==> src/rtl/iob_sync_asym_fifo_pkg.sv <==
// Shared helpers for the asymmetric FIFO: width arithmetic used to derive
// ratios and address widths from the write/read data widths.
package iob_sync_asym_fifo_pkg;

  function automatic int min_i(input int a, input int b);
    return (a < b) ? a : b;
  endfunction

  function automatic int max_i(input int a, input int b);
    return (a > b) ? a : b;
  endfunction

  // Address bits lost on the wide side: log2 of the width ratio.
  function automatic int ratio_log2(input int wide_w, input int narrow_w);
    return $clog2(wide_w / narrow_w);
  endfunction

endpackage

==> src/rtl/iob_sync_asym_fifo_ptr.sv <==
// Wrapping pointer: advances by STEP on each enable, modulo 2**W.
module iob_fifo_ptr #(
  parameter int W    = 4,
  parameter int STEP = 1
) (
  input  logic         clk,
  input  logic         rst_n,
  input  logic         en_i,
  output logic [W-1:0] ptr_o
);

  localparam logic [W-1:0] STEP_W = W'(STEP);

  logic [W-1:0] ptr_q;
  logic [W-1:0] ptr_d;

  // Next pointer; natural overflow of the W-bit add provides the wrap.
  always_comb begin
    ptr_d = ptr_q;
    if (en_i) ptr_d = ptr_q + STEP_W;
  end

  // Pointer register.
  always_ff @(posedge clk or negedge rst_n) begin
    if (!rst_n) ptr_q <= '0;
    else        ptr_q <= ptr_d;
  end

  assign ptr_o = ptr_q;

endmodule

==> src/rtl/iob_sync_asym_fifo.sv <==
// Single-clock FIFO controller with independent write and read widths.
// Storage lives in an external asymmetric two-port RAM; this block owns the
// pointers, the occupancy level (in units of the narrower word) and the flags.
module iob_sync_asym_fifo
  import iob_sync_asym_fifo_pkg::*;
#(
  parameter  int W_DATA_W = 32,
  parameter  int R_DATA_W = 8,
  parameter  int ADDR_W   = 6,
  localparam int MIN_W    = min_i(W_DATA_W, R_DATA_W),
  localparam int W_RATIO  = W_DATA_W / MIN_W,
  localparam int R_RATIO  = R_DATA_W / MIN_W,
  localparam int W_ADDR_W = ADDR_W - ratio_log2(W_DATA_W, MIN_W),
  localparam int R_ADDR_W = ADDR_W - ratio_log2(R_DATA_W, MIN_W)
) (
  input  logic                clk,
  input  logic                rst_n,
  input  logic                w_en,
  input  logic [W_DATA_W-1:0] w_data,
  output logic                w_full,
  input  logic                r_en,
  output logic [R_DATA_W-1:0] r_data,
  output logic                r_empty,
  output logic [ADDR_W:0]     level,
  output logic                ext_mem_w_en,
  output logic [W_ADDR_W-1:0] ext_mem_w_addr,
  output logic [W_DATA_W-1:0] ext_mem_w_data,
  output logic                ext_mem_r_en,
  output logic [R_ADDR_W-1:0] ext_mem_r_addr,
  input  logic [R_DATA_W-1:0] ext_mem_r_data
);

  localparam logic [ADDR_W:0] W_STEP   = (ADDR_W + 1)'(W_RATIO);
  localparam logic [ADDR_W:0] R_STEP   = (ADDR_W + 1)'(R_RATIO);
  localparam logic [ADDR_W:0] FULL_THR = (ADDR_W + 1)'((2 ** ADDR_W) - W_RATIO);

  logic                w_acc;
  logic                r_acc;
  logic [ADDR_W:0]     level_q, level_d;
  logic                w_full_q, w_full_d;
  logic                r_empty_q, r_empty_d;
  logic                r_acc_q;
  logic [R_DATA_W-1:0] r_hold_q;

  assign w_acc = w_en & ~w_full_q;
  assign r_acc = r_en & ~r_empty_q;

  iob_fifo_ptr #(
    .W    (W_ADDR_W),
    .STEP (1)
  ) u_w_ptr (
    .clk   (clk),
    .rst_n (rst_n),
    .en_i  (w_acc),
    .ptr_o (ext_mem_w_addr)
  );

  iob_fifo_ptr #(
    .W    (R_ADDR_W),
    .STEP (1)
  ) u_r_ptr (
    .clk   (clk),
    .rst_n (rst_n),
    .en_i  (r_acc),
    .ptr_o (ext_mem_r_addr)
  );

  // Next level and flags; flags are registered from the next level so they
  // are glitch-free and line up with level_q in the following cycle.
  always_comb begin
    level_d = level_q;
    if (w_acc) level_d = level_d + W_STEP;
    if (r_acc) level_d = level_d - R_STEP;
    w_full_d  = (level_d > FULL_THR);
    r_empty_d = (level_d < R_STEP);
  end

  // Level, flag and read-tracking registers.
  always_ff @(posedge clk or negedge rst_n) begin
    if (!rst_n) begin
      level_q   <= '0;
      w_full_q  <= 1'b0;
      r_empty_q <= 1'b1;
      r_acc_q   <= 1'b0;
      r_hold_q  <= '0;
    end else begin
      level_q   <= level_d;
      w_full_q  <= w_full_d;
      r_empty_q <= r_empty_d;
      r_acc_q   <= r_acc;
      if (r_acc_q) r_hold_q <= ext_mem_r_data;
    end
  end

  // The RAM output is only trusted in the cycle after an accepted read;
  // otherwise the last delivered word is held regardless of RAM behaviour.
  always_comb begin
    r_data = r_hold_q;
    if (r_acc_q) r_data = ext_mem_r_data;
  end

  assign w_full         = w_full_q;
  assign r_empty        = r_empty_q;
  assign level          = level_q;
  assign ext_mem_w_en   = w_acc;
  assign ext_mem_w_data = w_data;
  assign ext_mem_r_en   = r_acc;

endmodule

==> config.mk <==
export PLATFORM = sky130hd
export DESIGN_NAME = iob_sync_asym_fifo
export DESIGN_NICKNAME = d
export VERILOG_FILES = /design/src/rtl/iob_sync_asym_fifo_pkg.sv /design/src/rtl/iob_sync_asym_fifo_ptr.sv /design/src/rtl/iob_sync_asym_fifo.sv
export SDC_FILE = /design/constraint.sdc
export NUM_CORES = 1
export LEC_CHECK = 0
export CAP_MARGIN = 25
export CORE_ASPECT_RATIO = 1.1
export CORE_MARGIN = 2
export CORE_UTILIZATION = 35
export DETAILED_ROUTE_END_ITERATION = 8
export PLACE_DENSITY = 0.84
export SYNTH_ARGS = -nofsm -noshare
export SYNTH_HDL_FRONTEND = slang
export SYNTH_HIERARCHICAL = 1
export SYNTH_SLANG_ARGS = --single-unit
==> constraint.sdc <==
create_clock -name clk -period 1.9 [get_ports clk]
set_input_delay 0.38 -clock clk [delete_from_list [all_inputs] [get_ports clk]]
set_output_delay 0.38 -clock clk [all_outputs]
set_load 0.02 [all_outputs]
# [Word-level counts from Yosys, hierarchy flattened]
# Cells that the tools add are included.
[totals] out_inout_bits=61 wordCells=20 register_bits=28 inputBits=44
[classes] bitwise=4 add_sub_neg=4 magnitude_cmp=2 mux=3
[op_table] op="2-to-1 mux 7 bit" n=2
[op_table] op="2-to-1 mux 8 bit" n=1
[op_table] op="adder 7 x 3 -> 7 bit (second input constant)" n=1
[op_table] op="> comparator 7 x 6 -> 1 bit (second input constant)" n=1
[op_table] op="< comparator 7 x 1 -> 1 bit (second input constant)" n=1
[op_table] op="subtractor 7 x 1 -> 7 bit (second input constant)" n=1
[op_table] op="adder 6 x 1 -> 6 bit (second input constant)" n=1
[op_table] op="adder 4 x 1 -> 4 bit (second input constant)" n=1
[op_table] op="AND 1 bit" n=2
[op_table] op="inverter 1 bit" n=2

# [Logic depth before layout (Yosys ltp)]
# Gate-level depths: netlist (run 1).
[logic_depth] word_depth=6 depth_mapped=7 mapped_depth_nobuf=7

# [Hierarchy]
# Netlist (run 1), hierarchy kept.
[modules_own_cells] mod="iob_sync_asym_fifo" cells_each=102 seq_area_each_um2=451.7 instances=1 area_each_um2=1134.8
[modules_own_cells] mod="iob_fifo_ptr (u_r_ptr)" cells_each=18 seq_area_each_um2=150.1 instances=1 area_each_um2=250.2
[modules_own_cells] mod="iob_fifo_ptr (u_w_ptr)" cells_each=11 seq_area_each_um2=100.1 instances=1 area_each_um2=160.2

# [Worst setup path before layout (run 1)]
# OpenSTA, ideal clock, no wires.
[synth_timing] path_type="flip-flop to flip-flop" from="reg level_q[2], in the netlist level[2]" to="reg r_empty_q, in the netlist r_empty" slack_ns=0.068 stages_incl_launch_ff=7 t_required_ns=1.810 setup_ns=0.090 n_path_buf=0 t_arrival_ns=1.742 period_less_slack_ns=1.832 cell_sequence="dfrtp_1 ha_1 nor2b_1 mux2i_2 nor4b_4 xnor2_1 nor4_2"
[synth_between] elab_chain_cells=5
[synth_lines] element="start, declared" line_no="iob_sync_asym_fifo.sv:39" text="logic [ADDR_W:0] level_q, level_d;"
[synth_lines] element="start signal, assigned" line_no="iob_sync_asym_fifo.sv:87" text="level_q <= level_d;"
[synth_lines] element="adder 7 x 3 -> 7 bit" line_no="iob_sync_asym_fifo.sv:72" text="if (w_acc) level_d = level_d + W_STEP;"
[synth_lines] element="2-to-1 mux 7 bit (*)" line_no="iob_sync_asym_fifo.sv:72"
[synth_lines] element="subtractor 7 x 1 -> 7 bit" line_no="iob_sync_asym_fifo.sv:73" text="if (r_acc) level_d = level_d - R_STEP;"
[synth_lines] element="2-to-1 mux 7 bit (*)" line_no="iob_sync_asym_fifo.sv:73"
[synth_lines] element="via level_d[6]" line_no="iob_sync_asym_fifo.sv:39"
[synth_lines] element="< comparator 7 x 1 -> 1 bit (*)" line_no="iob_sync_asym_fifo.sv:75" text="r_empty_d = (level_d < R_STEP);"
[synth_lines] element="via r_empty_d" line_no="iob_sync_asym_fifo.sv:41" text="logic r_empty_q, r_empty_d;"
[synth_lines] element="end signal, assigned" line_no="iob_sync_asym_fifo.sv:89" text="r_empty_q <= r_empty_d;"
[synth_lines] element="end, declared" line_no="iob_sync_asym_fifo.sv:41"
# The timed path passes the listed nets; every way through them passes the cells marked *.
# A chain may end at the register's enable or synchronous reset.

# [Final worst setup path (run 1)]
[layout_timing] from="reg r_acc_q" to="out r_data[1]"
[layout_between] elab_chain_cells=1
[layout_lines] element="start, declared" line_no="iob_sync_asym_fifo.sv:42" text="logic r_acc_q;"
[layout_lines] element="start signal, assigned" line_no="iob_sync_asym_fifo.sv:90" text="r_acc_q <= r_acc;"
[layout_lines] element="2-to-1 mux 8 bit"
[layout_lines] element="end, declared" line_no="iob_sync_asym_fifo.sv:22" text="output logic [R_DATA_W-1:0] r_data,"
# Every way passes these cells.

==> results.yml, run 1 <==
floorplan:
  rows: 25
  start_util_pct: 36.06
  die-area_sq_um: 4963
  core_area_sq_um: 4285
  ioPinCount: 105
  die_x_um: 67.35
  die_h_um: 73.69
clock_network:
  clk_path_buf_depth: 2
  htree_levels: 1
  clkTransAtPathRegs_ns: 0.09
  cts_sinks: 28
  clock-root-buffer: "clkbuf_8"
  clk_latency_ns: 0.27
  cts_buffers: 3
  cts_tree: "yes"
final_layout:
  area_growth_pct: 26.40
  diodes: 0
  drive_gt1_share_pct: 32.28
  fillers: 410
  fin_nets: 207
  fin_cells: 212
  final_core_utilization_pct: 45.58
routing:
  via_per_inst: 4.514
  num_vias: 957
  drt_iter0_drc: 9
  wirelength_um: 2785
  first_pass_iters: 4
  drc: 0
  wl_per_cell_um: 13.14
  ant_nets: 0
synthesis:
  yosysTopAreaCell: "dfrtp_1"
  yosys-top-cells-count: "32 x buf_4, 27 x dfrtp_1, 11 x xnor2_1"
  yosysUniqueCellTypes: 32
  synthFlopType: "dfrtp_1"
  syn-num-nets: 179
  synth_warnings: 6
  synth.avg_cell_area_sq_um: 11.80
  synthArstFlopShare_pct: 100.0
  synth_top_area_share_pct: 43.72
  synth_seq_cells: 28
  synth_edf_count: 0
  syn_area_sq_um: 1545
  synth_most_common_cell: "buf_4"
  synthTopCellsByArea: "dfrtp_1 44%, buf_4 16%, mux2_2 7.3%, xnor2_1 6.2%, xor2_1 3.4%"
  syn_inst: 131
  seq_area_frac_synth_pct: 45.43
timing:
  rsz0062_at_grt: "yes"
  period_share_pct: 95.95
  clock.fmax_ghz: 0.5485
  hold_violations: 0
  tns_ns: 0
  finalMaxSlewViolations: 0
  maxSlewHeadroom_pct: 76.87
  setup_viol: 0
  skew_ns: 0.004638
  period_minus_slack_ns: 1.823
  tightest_slew_ns: 0.3470
  layout_setup_ws_ns: 0.07692
grt:
  antenna_found_initial: 0
  grt_start_max_net_pins: 29
  grt_use_total_pct: 11.47
  overflow: 0
  grt_pass1_vias: 948
  grt_pass1_wl_um: 4312
placement:
  place_inst: 201
  port_buffers: 40
  gp_congestion: 0.7299
  hpwl_um: 2024
  pre_cts_slack_ns: -0.2583
job:
  maxCapViolations: 0
worst_hold_path:
  min_path_type: "input port to async pin"
status:
  outcome: "finished, final reports clean"
critical_path:
  cp.required_ns: 1.52
  worstSetupPathType: "flop to primary output"
  r2r_cells: 6
  crit_fanout: 6
  worst_setup_path_end_kind: "primary output"
  start_kind: "flop"
  reg2reg_slack_ns: 0.09
  worstPathArrival_ns: 1.44
power_and_ir_drop:
  total_power_uw: 3249
  peakVddDrop_v: 0.0006046
  powerDensity_nw_per_um2: 1664
  p_leak_uw: 0.0008477
[placed cells by master (no fill, tap or decap), types with 2 or more instances in the layout]
| cell | n |
|---|---|
| clkdlybuf4s50_1 | 29 |
| xnor2_1 | 10 |
| dlygate4sd2_1 | 4 |
| mux2_2 | 10 |
| nand2_1 | 5 |
| buf_4 | 17 |
| a21oi_1 | 2 |
| xor2_1 | 6 |
| clkbuf_2 | 4 |
| ha_1 | 4 |
| clkbuf_8 | 4 |
| inv_1 | 3 |
| nand3b_1 | 2 |
| nor2_1 | 5 |
| dfrtp_1 | 26 |
| nand4_1 | 3 |
[power by group]
part / switching (uW) / internal, uW / leakage (uW)
clock: 177 / 185 / 0.0000288
combinational: 886 / 932 / 0.000492
sequential: 240 / 829 / 0.000327
total: 1300 / 1950 / 0.000848
[worst max-delay path: stages, from the launching register on]
cell	delay [ns]
dfrtp_2	0.43
buf_4	0.13
mux2_2	0.33
clkdlybuf4s15_1	0.29
[area by class of cell]
| class | count | area (sq um) | share of cell area (%) |
|---|---|---|---|
| sequential | 28 | 703.2 | 36.00 |
| multi-input combinational | 65 | 611.8 | 31.33 |
| timing repair buffer | 57 | 500.5 | 25.62 |
| tap | 54 | 67.56 | 3.459 |
| clock buffer | 4 | 55.05 | 2.819 |
| inverter | 4 | 15.01 | 0.7687 |
[worst paths after layout]
| path | from | end |
|---|---|---|
| min in group clk | u_r_ptr/ptr_o[5] | u_r_ptr/ptr_o[5] |
| hold reg to reg | u_r_ptr/ptr_o[5] | u_r_ptr/ptr_o[5] |
| hold / removal | rst_n | u_w_ptr/ptr_o[3] |
| max in group asynchronous | rst_n | r_empty |
| setup / recovery | r_acc_q | r_data[1] |
| setup reg to reg | w_full | w_full |
[cells by family after synthesis]
logic type | after synthesis | share of synthesized area (%)
buf+inv | 38 | 17.49
compound gates | 4 | 1.782
fa+ha+maj | 4 | 3.239
mux | 11 | 8.178
simple gates | 27 | 12.15
xor+xnor | 19 | 11.74
flops | 28 | 45.43
[sequential cells by signal, summed over array words and instances (netlist names)]
name / cells
level: 7
r_acc_q: 1
r_empty: 1
r_hold_q: 8
u_r_ptr/ptr_o: 6
u_w_ptr/ptr_o: 4
w_full: 1
[what timing repair did]
action	4_1_cts	5_1_grt
hold buffers	0	0
setup buffers	5	2
endpoints found under the hold margin	0	0
setup endpoints to repair	10	7
gates cloned	0	0
pin swaps	0	5
gates resized for setup	15	14
[stage by stage]
step                      hold WS [ns]  area, sq um
after floorplan                0.08441         1545
after global placement          0.4610         1833
after detailed placement        0.4715         1833
after CTS                       0.4847         1912
after global routing            0.4966         1953
final                           0.4746         1953
[metal layers]
layer | up-vias | global-route usage, % | part of all wire [%]
li1 | 452 | - | -
met5 | - | 0 | 0
met2 | 27 | 19.58 | 53
met3 | 4 | 2.603 | 6.3
met4 | 0 | 5.896 | 0.65
met1 | 474 | 13.29 | 40
Note: power is estimated with default switching activity, not from simulation.
==> run 2: changes to the inputs <==
--- a/config.mk
+++ b/config.mk
@@ -5,9 +5,9 @@
 export SDC_FILE = /design/constraint.sdc
 export NUM_CORES = 1
 export LEC_CHECK = 0
-export CAP_MARGIN = 25
+export CAP_MARGIN = 10
 export CORE_ASPECT_RATIO = 1.1
-export CORE_MARGIN = 2
+export CORE_MARGIN = 5
 export CORE_UTILIZATION = 35
 export DETAILED_ROUTE_END_ITERATION = 8
 export PLACE_DENSITY = 0.84
==> results.yml, run 2 (synthesis gave the netlist of run 1 again) <==
clock_network:
  cts_buffers: 3
  cts_hold_buf: 0
  cts_sinks: 28
  cts_tree: "yes"
  clock-root-buffer: "clkbuf_8"
  clkTransAtPathRegs_ns: 0.09
  htree_levels: 1
  clk_latency_ns: 0.27
  clk_path_buf_depth: 2
placement:
  hpwl_um: 2156
  port_buffers: 40
  gp_congestion: 0.7696
  pre_cts_slack_ns: -0.2862
grt:
  grt_start_max_net_pins: 29
  antenna_found_initial: 0
  grt_pass1_vias: 1041
  overflow: 0
  grt_pass1_wl_um: 4878
  grt_use_total_pct: 10.62
floorplan:
  core_area_sq_um: 4285
  die-area_sq_um: 5845
  die_h_um: 79.69
  ioPinCount: 105
  die_x_um: 73.35
  rows: 25
  start_util_pct: 36.06
critical_path:
  path_cells: "buf_12 -> mux2_2 -> dlygate4sd2_1"
  worst_setup_path_end_kind: "primary output"
  worstSetupPathType: "flop to primary output"
  worstPathArrival_ns: 1.44
  cp_top_family: "buffers and inverters"
  max_stage_delay_ns: 0.38
  path_buf_inv: 2
  reg2reg_slack_ns: 0.13
  start_kind: "flop"
  crit_slowest_cell: "dfrtp_1"
  crit_fanout: 8
  cp.required_ns: 1.52
power_and_ir_drop:
  intPower_uw: 1977
  p_leak_uw: 0.0008596
  peakVddDrop_v: 0.0007523
  clockPowerShare_pct: 10.0
  total_power_uw: 3318
  switching_power_uw: 1341
  p_seq_share_pct: 32.6
  combPwrFrac_pct: 57.5
  powerDensity_nw_per_um2: 1665
  switching_share_pct: 40.42
routing:
  first_pass_iters: 4
  num_vias: 927
  drc: 0
  drt_iter0_drc: 17
  via_per_inst: 4.414
  ant_nets: 0
  wl_per_cell_um: 14.28
  wirelength_um: 2998
timing:
  setup_viol: 0
  finalMaxSlewViolations: 0
  layout_setup_ws_ns: 0.07559
  maxSlewHeadroom_pct: 75.39
  tightest_slew_ns: 0.3691
  skew_ns: 0.001942
  tns_ns: 0
  period_minus_slack_ns: 1.824
  rsz0062_at_grt: "no"
  period_share_pct: 96.02
  holdWs_ns: 0.4831
  clock.fmax_ghz: 0.5481
  hold_violations: 0
final_layout:
  largest_reg_flops: 8
  drive_gt1_share_pct: 29.49
  final_cell_mix: "29 x clkdlybuf4s50_1, 26 x dfrtp_1, 13 x buf_4"
  regMostFlops: "r_hold_q"
  area_growth_pct: 28.99
  fin_nets: 205
  diodes: 0
  final_common_cell: "clkdlybuf4s50_1"
worst_hold_path:
  min_path_type: "input port to async pin"
job:
  maxCapViolations: 0
status:
  outcome: "finished, final reports clean"
run 2: area by class of cell:
type                            count  area (sq um)
Fill cell                         377          2292
Sequential cell                    28         703.2
Multi-Input combinational cell     65         638.1
Timing Repair Buffer               55         524.3
Tap cell                           54         67.56
Clock buffer                        4         45.04
Inverter                            4         15.01
run 2: worst reg2reg max path: cells and delay by family (launching register included):
family                   cells  cell delay (ns)
adder cells (fa/ha/maj)      1             0.33
flip-flops                   1             0.39
XOR/XNOR                     1             0.14
AND/OR/NAND/NOR              3             0.72
multiplexers                 1             0.11
run 2: metrics by stage:
| step | util (%) | instances | instance area [sq um] |
|---|---|---|---|
| 5_1_grt | 46.51 | 210 | 1993 |
| 6_report | 46.51 | 210 | 1993 |
| 3_3_place_gp | 43.42 | 203 | 1861 |
| 2_1_floorplan | - | 131 | 1545 |
| 4_1_cts | 44.35 | 208 | 1901 |
| 3_5_place_dp | 43.42 | 203 | 1861 |
run 2: layer usage:
layer | global-route usage (%) | part of all wire [%]
met1 | 12.20 | 40
met2 | 18.60 | 53
met3 | 2.645 | 6.5
met4 | 4.167 | 0.63
met5 | 0 | 0
run 2: repair_timing:
action | 4_1_cts | 5_1_grt
resized for setup | 10 | 16
setup endpoints to repair | 11 | 6
pin swaps | 0 | 8
buffers inserted | 1 | 2
run 2: final timing paths:
check,start,to,depth (start not counted)
hold / removal,rst_n,u_r_ptr/ptr_o[1],2
setup / recovery,r_acc_q,r_data[1],3
hold reg to reg,u_w_ptr/ptr_o[3],u_w_ptr/ptr_o[3],1
min in group clk,u_w_ptr/ptr_o[3],u_w_ptr/ptr_o[3],1
setup reg to reg,level[2],r_empty,6
max in group asynchronous,rst_n,r_empty,2
run 2: power groups by stage:
stage | clock network (uW) | logic (uW) | registers (uW)
after global routing | 373 | 2060 | 1120
after detailed placement | 0 | 1800 | 1070
after floorplan | 0 | 841 | 1300
after global placement | 0 | 1760 | 1060
final | 331 | 1910 | 1080
after CTS | 354 | 1790 | 1060
